===== config.mk =====
export PLATFORM = sky130hd
export DESIGN_NAME = alu_issuer
export DESIGN_NICKNAME = d
export VERILOG_FILES = /design/src/rtl/alu_issuer.sv
export SDC_FILE = /design/constraint.sdc
export NUM_CORES = 1
export LEC_CHECK = 0
export BUFFER_PORTS_ARGS = -buffer_cell sky130_fd_sc_hd__buf_2
export CORE_AREA = 8 8 127 129
export DETAILED_ROUTE_END_ITERATION = 10
export DIE_AREA = 0 0 135 137
export PLACE_DENSITY = 0.84
export SETUP_SLACK_MARGIN = 0.2
export SKIP_LAST_GASP = 1
export SYNTH_ARGS = -nofsm -noshare
export SYNTH_HDL_FRONTEND = slang
export SYNTH_SLANG_ARGS = --single-unit

===== constraint.sdc =====
create_clock -name clk -period 2.2 [get_ports clk]
set_input_delay 0.22 -clock clk [delete_from_list [all_inputs] [get_ports clk]]
set_output_delay 0.22 -clock clk [all_outputs]
set_load 0.05 [all_outputs]

===== src/rtl/alu_issuer.sv =====
// Single-outstanding request front end for a shared multi-cycle ALU: latches a request,
// issues it for exactly one cycle, collects the result (or flags an error) and holds it until taken.
module alu_issuer #(
  parameter int TAG_W   = 4,
  parameter int TIMEOUT = 40
) (
  input  logic             clk,
  input  logic             rst,
  input  logic             req_valid,
  output logic             req_ready,
  input  logic [2:0]       req_op,
  input  logic [31:0]      req_a,
  input  logic [31:0]      req_b,
  input  logic [TAG_W-1:0] req_tag,
  output logic [31:0]      alu_operandA,
  output logic [31:0]      alu_operandB,
  output logic [2:0]       alu_operation,
  output logic             alu_operation_valid,
  input  logic [63:0]      alu_result,
  input  logic             alu_busy,
  output logic             rsp_valid,
  input  logic             rsp_ready,
  output logic [63:0]      rsp_result,
  output logic [TAG_W-1:0] rsp_tag,
  output logic             rsp_error,
  output logic [15:0]      issue_count
);

  localparam int         CNT_W  = $clog2(TIMEOUT + 1);
  localparam logic [2:0] OP_NOP = 3'b111;

  typedef enum logic [2:0] {IDLE, ISSUE, CAP_AS, WAIT_HI, WAIT_LO, RESP} state_e;

  state_e             state_q, state_d;
  logic [2:0]         op_q, op_d;
  logic [31:0]        a_q, a_d;
  logic [31:0]        b_q, b_d;
  logic [63:0]        rsp_result_q, rsp_result_d;
  logic [TAG_W-1:0]   rsp_tag_q, rsp_tag_d;
  logic               rsp_error_q, rsp_error_d;
  logic [15:0]        issue_count_q, issue_count_d;
  logic [CNT_W-1:0]   busy_cnt_q, busy_cnt_d, busy_cnt_inc;

  always_ff @(posedge clk) begin
    // NOTE: non-blocking assignments so every flop samples pre-edge values regardless of statement order.
    if (rst) begin
      state_q       <= IDLE;
      op_q          <= OP_NOP;
      a_q           <= '0;
      b_q           <= '0;
      rsp_result_q  <= '0;
      rsp_tag_q     <= '0;
      rsp_error_q   <= 1'b0;
      issue_count_q <= '0;
      busy_cnt_q    <= '0;
    end else begin
      state_q       <= state_d;
      op_q          <= op_d;
      a_q           <= a_d;
      b_q           <= b_d;
      rsp_result_q  <= rsp_result_d;
      rsp_tag_q     <= rsp_tag_d;
      rsp_error_q   <= rsp_error_d;
      issue_count_q <= issue_count_d;
      busy_cnt_q    <= busy_cnt_d;
    end
  end

  always_comb begin
    // NOTE: defaults first so no path through the case leaves a signal unassigned (no latches).
    state_d       = state_q;
    op_d          = op_q;
    a_d           = a_q;
    b_d           = b_q;
    rsp_result_d  = rsp_result_q;
    rsp_tag_d     = rsp_tag_q;
    rsp_error_d   = rsp_error_q;
    issue_count_d = issue_count_q;
    busy_cnt_d    = busy_cnt_q;
    busy_cnt_inc  = busy_cnt_q + CNT_W'(1);

    unique case (state_q)
      IDLE: begin
        if (req_valid && !alu_busy) begin
          op_d      = req_op;
          a_d       = req_a;
          b_d       = req_b;
          rsp_tag_d = req_tag;
          if (req_op[2]) begin
            rsp_result_d = '0;
            rsp_error_d  = 1'b1;
            state_d      = RESP;
          end else begin
            state_d = ISSUE;
          end
        end
      end
      ISSUE: begin
        issue_count_d = issue_count_q + 16'd1;
        busy_cnt_d    = '0;
        // op[1] separates the multi-cycle mul/div from single-cycle add/sub.
        state_d       = op_q[1] ? WAIT_HI : CAP_AS;
      end
      CAP_AS: begin
        rsp_result_d = alu_result;
        rsp_error_d  = 1'b0;
        state_d      = RESP;
      end
      WAIT_HI: begin
        if (alu_busy) begin
          state_d = WAIT_LO;
        end else begin
          rsp_result_d = '0;
          rsp_error_d  = 1'b1;
          state_d      = RESP;
        end
      end
      WAIT_LO: begin
        if (alu_busy) begin
          busy_cnt_d = busy_cnt_inc;
          if (busy_cnt_inc == CNT_W'(TIMEOUT)) begin
            rsp_result_d = '0;
            rsp_error_d  = 1'b1;
            state_d      = RESP;
          end
        end else begin
          rsp_result_d = alu_result;
          rsp_error_d  = 1'b0;
          state_d      = RESP;
        end
      end
      RESP: begin
        if (rsp_ready) state_d = IDLE;
      end
      default: state_d = IDLE;
    endcase
  end

  // The ALU only ever sees a real opcode during the single ISSUE cycle.
  always_comb begin
    req_ready           = (state_q == IDLE) && !alu_busy;
    alu_operation       = OP_NOP;
    alu_operation_valid = 1'b0;
    alu_operandA        = '0;
    alu_operandB        = '0;
    if (state_q == ISSUE) begin
      alu_operation       = op_q;
      alu_operation_valid = 1'b1;
      alu_operandA        = a_q;
      alu_operandB        = b_q;
    end
    rsp_valid   = (state_q == RESP);
    rsp_result  = rsp_result_q;
    rsp_tag     = rsp_tag_q;
    rsp_error   = rsp_error_q;
    issue_count = issue_count_q;
  end

endmodule

==> qor.csv <==
metric,value,unit
Layout Nets,1240,
total negative slack,0,ns
Critical-path top delay cell,dfxtp_2,
CTS tree,done,
Num CTS Buffers,17,
CP required,1.98,ns
Mean Syn Cell Area,8.67,µm²
Chip Height,137,µm
"Largest stage delay, worst path",0.44,ns
Inst Count DP,1256,
Yosys cell types,49,
storage element area,0.00323,mm²
Critical R2R Capture,rsp_result[13],
CP Cell Sequence,"nor2_2, nand2_2, clkinv_4, buf_16, and2_1, buf_4",
asr flop ratio synth,0,
largest family of logic cells by synthesized area,simple AND/OR/NAND/NOR gates,
die area,0.0185,mm²
Pins Over Slew Limit,0,
worst skew pair latency,0.42,ns
Synth Area in Adders,0.00348,
Max Freq,0.518,GHz
skew final,0.0105,ns
Power per Cell Area,859,mW/mm²
ranking of synthesized cells by area,"dfxtp_1, nand2_1, a22o_1",
CTS Sinks,161,
root buf cell,clkbuf_16,
Simple-Gate Fraction of Synth Area,0.254,
Util after Layout,0.679,
first-pass GRT wire length,33500,µm
top-count cell post-synth,dfxtp_1,
Worst R2R Setup Slack,0.41,ns
Worst EP arrival,1.71,ns
FF-to-FF path depth,4,
static leakage,0.00486,µW
fillers,1115,
Post-DRT Antenna Nets,0,
port bufs,294,
synthesis warning total,0,
Starting Density,0.506,
hold depth,3,
grt total ovfl,0,
Synth-to-Final Area Change,34.1,%
FF-to-FF Start,state_q[0],
GPL Wtd Cong,0.814,
vias in the first global route,6611,
mux share of post-synthesis cell area,0.00157,
crit path to,alu_operandA[0],
routed vias,6872,
PnR worst setup slack,0.268,ns
Final Hold Fails,0,
Overall Global Routing Usage,0.227,
number of synthesized flops with an enable pin,0,
drt pass-1 iters,5,
Worst Setup Start Kind,register,
Die Wd,135,µm
total of max-cap violations,0,
Site Rows,44,
CP Max Fanout,20,
core area,0.0142,mm²
initial antenna violation count,2,
crit path kind,register to primary output,
First DRT Iteration DRCs,416,
fraction of layout cells with a size suffix above 1,0.326,
Post-Route WL,22500,µm
crit end category,primary output,
status,completed,
Worst Hold Class,input port to register,
detailed placement HPWL,15300,µm
ys flop type,dfxtp_1,
post-synthesis sequential area ratio,0.448,
Vias/cell,5.31,
unrepaired setup endpoints after global routing,yes,
pre-CTS setup slack,0.336,ns
multi-input logic area,0.00359,mm²
clock tree buffer depth,2,
Worst Tran Pin Value,0.563,ns
Synth top area share,0.448,
per-cell routed wire length,17.4,µm
Tcrit/Tclk final,0.878,
Setup-failing EPs final,0,
Mapped Area,0.00719,mm²
"Reg clk slew, reported paths",0.06,ns
Slew headroom,0.623,
largest net degree at the start of global routing,72,
most frequent cells after synthesis,"dfxtp_1, nand2_1, a21oi_1",
"flops & latches, synth",161,
Compound-Gate Fraction of Synth Area,0.225,
IO Pins,295,
Max VDD drop,484,µV
min Tclk post-route,1.93,ns
Post-Synth XOR/XNOR Area,0.00975,
leading area contributor after synthesis,dfxtp_1,
Post-route DRC,0,
Non-Filler Instances,1295,
H-tree depth,4,
crit path from,state_q[2],
syn_nets,971,
post-synthesis cell count,829,
==> critical path: cells and delay by family, from the launching register on <==
kind / cells / cell delay (ns)
buf+inv: 3 / 0.50
flops: 1 / 0.44
simple gates: 3 / 0.35
==> repair_timing <==
action / CTS / global route
hold buffers: 1 / 0
hold endpoints to repair: 1 / 0
setup buffers: 1 / 1
setup endpoints to repair: 68 / 67
pin swaps: 1 / 0
gates cloned: 2 / 2
resized for setup: 37 / 81
==> registers in the layout, summed over array words and instances (netlist names) <==
| register | flops |
|---|---|
| issue_count | 16 |
| rsp_result | 64 |
| state_q | 3 |
| rsp_error | 1 |
| a_q | 32 |
| rsp_tag | 4 |
| busy_cnt_q | 6 |
| op_q | 3 |
| b_q | 32 |
==> where the power goes <==
group	internal [µW]	leakage, µW	switching, µW
sequential	3150	0.00131	143
clock	1750	0.000278	1160
combinational	704	0.00327	1370
total	5600	0.00486	2680
==> logic make-up (layout without fill, tap and decap cells) <==
logic type / after synthesis / count (layout)
compound gates: 233 / 233
xor+xnor: 8 / 8
fa+ha+maj: 2 / 2
buf+inv: 70 / 351
flops: 161 / 161
mux: 1 / 1
other cells: 0 / 1
simple gates: 354 / 354
==> cell usage in the layout (no fill, tap or decap), drive strengths merged, types with 4 or more instances in the layout <==
master	Yosys	layout
nand3	14	14
clkbuf	25	23
clkinv	0	4
xor2	4	4
or3	5	5
nand2	152	152
buf	39	312
a21oi	84	84
dfxtp	161	161
and2	67	67
nor2b	66	66
nand2b	4	4
inv	6	6
nor2	23	23
a21o	64	64
xnor2	4	4
a22o	64	64
o21ai	9	9
==> layout make-up <==
class,instances,share of cell area
Antenna cell,1,0.000260
Clock buffer,22,0.0492
Clock inverter,9,0.0110
Inverter,6,0.00286
Multi-Input combinational cell,598,0.373
Sequential cell,161,0.335
Tap cell,184,0.0239
Timing Repair Buffer,314,0.205
==> layer usage <==
metal  global-route usage  part of all wire  vias to the layer above
met5                    0           0.00058                        -
met4               0.0734             0.014                        2
met3                0.102              0.10                       27
met2                0.381              0.49                      277
met1                0.252              0.39                     3207
li1                     -                 -                     3359
==> through the flow <==
stage,area (µm²),total power [µW],hold slack [ns]
floorplan,7190,4770,0.342
global placement,8740,5250,0.434
detailed placement,8740,5270,0.439
CTS,9470,8270,0.00266
global route,9640,8610,0.0173
finish,9640,8280,0.0212
==> worst min-delay path by stage <==
| stage | start | to |
|---|---|---|
| floorplan | req_op[0] | op_q[0] |
| global placement | req_op[1] | op_q[1] |
| detailed placement | req_op[1] | op_q[1] |
| CTS | req_op[0] | op_q[0] |
| global route | req_b[25] | b_q[25] |
| finish | req_op[0] | op_q[0] |
Power figures use the tool's default switching activity.
